### config.mk
export PLATFORM = sky130hd
export DESIGN_NAME = lsu_mem_if
export DESIGN_NICKNAME = d
export VERILOG_FILES = /design/src/rtl/lsu_mem_if.sv
export SDC_FILE = /design/constraint.sdc
export NUM_CORES = 1
export LEC_CHECK = 0
export CAP_MARGIN = 15
export CORE_ASPECT_RATIO = 0.7
export CORE_MARGIN = 5
export CORE_UTILIZATION = 31
export DETAILED_ROUTE_END_ITERATION = 6
export GPL_TIMING_DRIVEN = 0
export PLACE_DENSITY_LB_ADDON = 0.2
export SLEW_MARGIN = 20
export SYNTH_ARGS = -nofsm -noshare
export SYNTH_HDL_FRONTEND = slang
export SYNTH_SLANG_ARGS = --single-unit
### constraint.sdc
create_clock -name clk_i -period 4.47 [get_ports clk_i]
set_clock_uncertainty 0.05 [all_clocks]
set_input_delay 0.894 -clock clk_i [delete_from_list [all_inputs] [get_ports clk_i]]
set_output_delay 0.894 -clock clk_i [all_outputs]
set_load 0.03 [all_outputs]
### src/rtl/lsu_mem_if.sv
// Load/store unit: turns core LB/LH/LW/LBU/LHU/SB/SH/SW requests into byte-enabled
// word transactions on the data-memory bus and stalls the core until the response.
module lsu_mem_if #(
    parameter int unsigned TIMEOUT_CYCLES = 0
) (
    input  logic        clk_i,
    input  logic        rst_i,
    input  logic        core_req_i,
    input  logic        core_we_i,
    input  logic [2:0]  core_size_i,
    input  logic [31:0] core_addr_i,
    input  logic [31:0] core_wd_i,
    output logic [31:0] core_rd_o,
    output logic        core_stall_o,
    output logic        core_misalign_o,
    output logic        core_timeout_o,
    output logic        mem_req_o,
    output logic        mem_we_o,
    output logic [3:0]  mem_be_o,
    output logic [31:0] mem_addr_o,
    output logic [31:0] mem_wd_o,
    input  logic [31:0] mem_rd_i,
    input  logic        mem_ready_i
);

    localparam int unsigned CW = (TIMEOUT_CYCLES > 0) ? $clog2(TIMEOUT_CYCLES + 1) : 1;
    localparam logic [CW-1:0] TO_VAL = CW'(TIMEOUT_CYCLES);

    typedef enum logic [1:0] {IDLE, WAIT, RESP} state_e;

    state_e          state_q, state_d;
    logic [1:0]      off_q, off_d;
    logic [2:0]      size_q, size_d;
    logic            we_q, we_d;
    logic [CW-1:0]   cnt_q, cnt_d;

    logic            legal;
    logic [3:0]      lane_be;
    logic [31:0]     lane_wd;
    logic            issue, stall, misalign, timeout;
    logic [31:0]     rd_ext;
    logic [7:0]      byte_sel;
    logic [15:0]     half_sel;

    // Size decode, alignment and lane placement
    always_comb begin
        legal   = 1'b0;
        lane_be = 4'b0000;
        lane_wd = core_wd_i;
        case (core_size_i)
            3'd0, 3'd4: begin
                legal   = 1'b1;
                lane_be = 4'b0001 << core_addr_i[1:0];
                lane_wd = {4{core_wd_i[7:0]}};
            end
            3'd1, 3'd5: begin
                legal   = ~core_addr_i[0];
                lane_be = 4'b0011 << core_addr_i[1:0];
                lane_wd = {2{core_wd_i[15:0]}};
            end
            3'd2: begin
                legal   = (core_addr_i[1:0] == 2'b00);
                lane_be = 4'b1111;
            end
            default: ;
        endcase
    end

    always_comb begin
        state_d  = state_q;
        off_d    = off_q;
        size_d   = size_q;
        we_d     = we_q;
        cnt_d    = cnt_q;
        issue    = 1'b0;
        stall    = 1'b0;
        misalign = 1'b0;
        timeout  = 1'b0;
        case (state_q)
            IDLE: begin
                if (core_req_i) begin
                    if (legal) begin
                        issue = 1'b1;
                        stall = 1'b1;
                        if (mem_ready_i) begin
                            state_d = RESP;
                            off_d   = core_addr_i[1:0];
                            size_d  = core_size_i;
                            we_d    = core_we_i;
                        end else begin
                            state_d = WAIT;
                            cnt_d   = CW'(1);
                        end
                    end else begin
                        misalign = 1'b1;
                    end
                end
            end
            WAIT: begin
                issue = 1'b1;
                stall = 1'b1;
                if (mem_ready_i) begin
                    state_d = RESP;
                    off_d   = core_addr_i[1:0];
                    size_d  = core_size_i;
                    we_d    = core_we_i;
                    cnt_d   = '0;
                end else if (TIMEOUT_CYCLES > 0 && cnt_q == TO_VAL) begin
                    // Give up: release the core and the bus in the same cycle
                    issue   = 1'b0;
                    stall   = 1'b0;
                    timeout = 1'b1;
                    state_d = IDLE;
                    cnt_d   = '0;
                end else if (cnt_q != '1) begin
                    cnt_d = cnt_q + CW'(1);
                end
            end
            RESP: begin
                state_d = IDLE;
            end
            default: state_d = IDLE;
        endcase
    end

    // Load data extraction from the word returned in RESP
    always_comb begin
        byte_sel = mem_rd_i[{off_q, 3'b000} +: 8];
        half_sel = off_q[1] ? mem_rd_i[31:16] : mem_rd_i[15:0];
        rd_ext   = '0;
        if (state_q == RESP && !we_q) begin
            case (size_q)
                3'd0:    rd_ext = {{24{byte_sel[7]}}, byte_sel};
                3'd4:    rd_ext = {24'd0, byte_sel};
                3'd1:    rd_ext = {{16{half_sel[15]}}, half_sel};
                3'd5:    rd_ext = {16'd0, half_sel};
                3'd2:    rd_ext = mem_rd_i;
                default: rd_ext = '0;
            endcase
        end
    end

    always_ff @(posedge clk_i or posedge rst_i) begin
        if (rst_i) begin
            state_q <= IDLE;
            off_q   <= '0;
            size_q  <= '0;
            we_q    <= 1'b0;
            cnt_q   <= '0;
        end else begin
            state_q <= state_d;
            off_q   <= off_d;
            size_q  <= size_d;
            we_q    <= we_d;
            cnt_q   <= cnt_d;
        end
    end

    // Outputs are forced low while reset is high, independent of the clock
    assign mem_req_o       = issue & ~rst_i;
    assign mem_we_o        = issue & core_we_i & ~rst_i;
    assign mem_be_o        = (issue & ~rst_i) ? lane_be : 4'b0000;
    assign mem_wd_o        = (issue & ~rst_i) ? lane_wd : 32'd0;
    assign mem_addr_o      = (issue & ~rst_i) ? core_addr_i : 32'd0;
    assign core_stall_o    = stall & ~rst_i;
    assign core_misalign_o = misalign & ~rst_i;
    assign core_timeout_o  = timeout & ~rst_i;
    assign core_rd_o       = rst_i ? 32'd0 : rd_ext;

endmodule

Word level (Yosys, flattened, before mapping)
Index checks and enable logic that the tools add are counted.
- bitwise logic cells: 6
- multiplexer cells: 33
- reduce and logical (&&, ||, !) cells: 11
- multipliers: 0
- $lt $le $gt $ge: 0
- eq/ne operators: 13
- add/sub/neg operators: 0
- shifts and indexed selects: 3
- div/mod/pow operators: 0
- operators with widths (kind ; number):
    $pmux W32 S5 ; 1
    $mux W32 ; 4
    $pmux W32 S2 ; 1
    $shiftx A32 B6 Y8 ; 1
    $mux W16 ; 1
    $mux W2 ; 7
    $eq A3 B3 Y1 const B ; 4
    $pmux W4 S3 ; 1
    $mux W3 ; 3
    $mux W1 ; 8
    $pmux W2 S2 ; 2
    $eq A3 B1 Y1 const B ; 2
    $eq A3 B2 Y1 const B ; 2
    $logic_not A3 Y1 ; 2
    $ne A2 B2 Y1 const B ; 3
    $pmux W3 S2 ; 1
    $reduce_and A3 Y1 ; 2
    $and A1 B1 Y1 ; 4
    $logic_not A2 Y1 ; 2
    $mux W4 ; 1
    $pmux W1 S2 ; 2
    $reduce_or A2 Y1 ; 2
    $shl A1 B2 Y4 const A ; 1
    $shl A2 B2 Y4 const A ; 1
    other kinds (7) ; 8
- bits in registers: 8
- bits of input ports: 104
- bits in latches: 0
- memory bits (writable): 0
- memory bits (read-only): 0
- memories: 0
- word-level logic and storage cells: 70
- output and inout port bits: 105

Longest topological paths before layout
- depth in word-level cells: 8
- gate-level depth with buffers: 7
- gate-level depth less buffers: 5

Least setup slack after synthesis
No wires, ideal clock.
- kind: in2out
- from: in core_addr_i[0]
- to: out mem_wd_o[21]
- setup slack: 1.050 ns
- required time: 3.526 ns
- stages on the path: 7
- buffers on the path: 3
- data arrival time: 2.476 ns
- cell sequence: buf_2 > nor4_4 > o21ai_2 > a211o_1 > buf_6 > buf_6 > nor2_1
- longest elaborated chain between the ends: 7
- RTL lines (element ; line ; RTL):
    start, declared ; 11 ; input logic [31:0] core_addr_i,
    $logic_not A2 Y1 / $not A1 Y1 (equally long branches) ; 62, 57 ;
    $pmux W1 S3 * ; 50 ; case (core_size_i)
    $mux W1 * ; 82 ; if (legal) begin
    $mux W1 * ; 81 ; if (core_req_i) begin
    $pmux W1 S2 * ; 79 ; case (state_q)
    $and A1 B1 Y1 * ; 163 ; assign mem_wd_o = (issue & ~rst_i) ? lane_wd : 32'd0;
    $mux W32 * ; 163 ;
    end, declared ; 21 ; output logic [31:0] mem_wd_o,
Every way passes the cells marked *; elsewhere a longest branch is shown, timed or not.

Worst setup path in the final report
- from: in core_addr_i[1]
- to: out mem_wd_o[5]
- longest elaborated chain between the ends: 7
- RTL lines (element ; line ; RTL):
    $logic_not A2 Y1 ; 62 ; legal = (core_addr_i[1:0] == 2'b00);
    $pmux W1 S3 ; 50 ;
    $mux W1 ; 82 ;
    $mux W1 ; 81 ;
    $pmux W1 S2 ; 79 ;
    $and A1 B1 Y1 ; 163 ;
    $mux W32 ; 163 ;
Every way passes these cells.

==> metrics <==
status=finished, final reports clean; DRT Pass-1 Iters=5; sequential area share after synthesis=a little over a tenth; min-delay worst type=reg -> reg; Routed WL=between 9000 and 10000 µm; DIE AREA=between 0.007 and 0.008 mm²; Mean Syn Cell Area=about 6.7 µm²; grt ovf=0; CTS max path bufs=2; Synth area leaders=and2_1 13%, a21oi_1 11%, dfrtp_1 10%, mux2_2 10%, mux2i_1 9.4%; port buffer count=about 210; layout cell share with drive strength beyond 1=10.53%; Row Count=24; reg2reg setup slack=around 3000 ps; Iter 0 DRT Violations=154; via count=2942; Starting Density=31.27%; hpwl dp=about 7700 µm; share of the synthesized area in the top cell type=a little over an eighth; Die Height=around 76 µm; largest net degree at the start of global routing=12; diodes inserted=0; crit-path leading delay family=buffers and inverters; Core ar.=between 0.006 and 0.007 mm²; Fmax=between 200 and 250 MHz; RR Endpoint=off_q[1]; clock-pin slew on the worst setup and hold paths=approximately 40 ps; Syn. warnings=0; Final Non-Filler Cells=between 500 and 600; #FFs+latches synth=8; # resized after CTS=0; CP Capture Type=output pin; unique cell type count in the Yosys netlist=39; Final Total Pwr=0.7623 mW; CTS sink count=8; Num CTS Buffers=3; Worst Path Required=around 3500 ps; Main synth FF type=dfrtp_1; fin. max-slew vios=0; cell leakage power=roughly 1.7 nW; Post-synth EDFFs=0; CTS tree=yes; crit path DAT=~3400 ps; RSZ-0062 raised after global routing=no; Final Critical Period=~4300 ps; Crit path depth=8; global-route usage over all layers=roughly 22%; post-DR wirelength/cell=16.16 µm; initial antenna violation count=0; Worst-Skew Late Latency=230 ps; power per cell area=between 150 and 200 mW/mm²; area delta synth->final=115.8%; CP max stage cell=clkdlybuf4s50_1; Detail Route Antenna Nets=0; CP Launch Type=input port; Root Driver=clkbuf_8; Net Count, Synth=390; Worst path max stage delay=670 ps; R2R depth=3; area leader, netlist=and2_1; number of placed cells counting well taps=~570; fillcell total=between 500 and 600; Worst setup endpoint=mem_wd_o[5]; Vias/cell=between 5 and 6; vias in the first global route=2784; Post-layout nets=600; total negative slack=0 ps; Hold Buf Count CTS=0; Post-synth ARST share=between 90% and 100%; DRC viols=0; Placer Congestion=0.8279; first-pass GRT wire length=roughly 14000 µm; Setup-failing EPs final=0; post-layout util=about two thirds; Worst Setup Path Type=in -> out; cells after synthesis=286; worst rel slew slack=50.41%; Max Cap Viol=0; critical path, cell by cell=clkdlybuf4s50_1 -> nor4_4 -> o21ai_2 -> a211o_1 -> inv_2 -> buf_2 -> and2_1 -> clkdlybuf4s50_1; Final Hold Vio Count=0; critical path buffer and inverter count=4; R2R Path Start=state_q[1]; DIE WIDTH=about 100 µm; CTS H-tree lvls=1; maximum net fanout on the critical path=10; Post-Synthesis Cell Area=0.001916 mm²; Worst VDD drop=roughly 0.000096 V; most used cell, CP=clkdlybuf4s50_1; Critical Path Source=core_addr_i[1]; I/O pins=209; Least-Margin Pin Slew=about 740 ps; buffer count from post-CTS setup fixing=0; Final Cycle Share=between 90 and 100%
-- per-layer routing --
| metal | global-route usage (%) | part of all wire (%) | up-vias |
|---|---|---|---|
| li1 | - | - | 1419 |
| met5 | 0 | 0 | - |
| met3 | 5.334 | 8.4 | 10 |
| met4 | 3.305 | 0.69 | 0 |
| met1 | 26.45 | 42 | 1357 |
| met2 | 39.69 | 49 | 156 |
-- flip-flops by register name, indices dropped and copies added (netlist names) --
register  cells
state_q       2
size_q        3
we_q          1
off_q         2
-- kinds of logic after synthesis --
kind of cell / Yosys count / share of synthesized area, %
simple gates: 126 / 34.36
compound gates: 84 / 27.11
mux: 35 / 19.40
buf+inv: 32 / 8.491
flops: 8 / 10.45
other cells: 1 / 0.1958
-- placed cells by master, fill, tap and decap left out, types with 8 or more instances in the layout --
cell / count
buf_2: 10
mux2_2: 17
clkbuf_1: 10
a21oi_1: 43
dfrtp_1: 8
nand2_1: 30
mux2i_1: 18
dlymetal6s2s_1: 11
and2_1: 41
clkdlybuf4s50_1: 194
nor2_1: 31
o21ai_0: 11
-- worst min-delay path by stage --
stage,cells after the start,from,to,slack (ps)
6_report,1,we_q,we_q,450
3_5_place_dp,1,we_q,we_q,440
3_3_place_gp,1,we_q,we_q,430
2_1_floorplan,1,state_q[1],state_q[0],400
4_1_cts,1,we_q,we_q,450
5_1_grt,1,state_q[1],state_q[0],490
-- cell type report --
cell class	count	area, µm²	share of cell area, %
multi-input combinational	246	1553	37.56
timing repair buffer	205	2079	50.30
sequential	8	200.2	4.843
tap	78	97.59	2.361
buffer	27	143.9	3.481
inverter	5	18.77	0.4540
clock buffer	3	41.29	0.9988
-- synth_stat cells (2+ instances only) --
cell / instances
a222oi_1: 5
or3_1: 2
and2_1: 41
nand3b_1: 2
clkbuf_1: 10
buf_6: 3
nor2_2: 6
inv_1: 4
mux2_2: 17
dfrtp_1: 8
nand2_1: 30
a21oi_2: 5
nand3_1: 2
nor3_1: 2
a22oi_1: 7
buf_1: 2
o21ai_0: 11
a21oi_1: 43
a211o_1: 2
o211ai_1: 2
nor2_1: 31
buf_2: 10
nand2b_1: 3
buf_4: 2
and3_1: 2
mux2i_1: 18
a31oi_1: 4
-- through the flow --
step / setup WS (ps) / area, µm² / hold WS (ps)
2_1_floorplan: 1050 / 1916 / 398.7
3_3_place_gp: 171.3 / 4065 / 431.5
3_5_place_dp: 103.6 / 4065 / 438.5
4_1_cts: 103.0 / 4106 / 447.2
5_1_grt: 0.2067 / 4134 / 488.2
6_report: 138.4 / 4134 / 448.0
-- power breakdown --
group	switching [mW]	internal, mW
registers	0.0131	0.0897
clock network	0.0291	0.0584
logic	0.306	0.266
total	0.348	0.414
No activity file was read; power rests on OpenSTA's default activity.
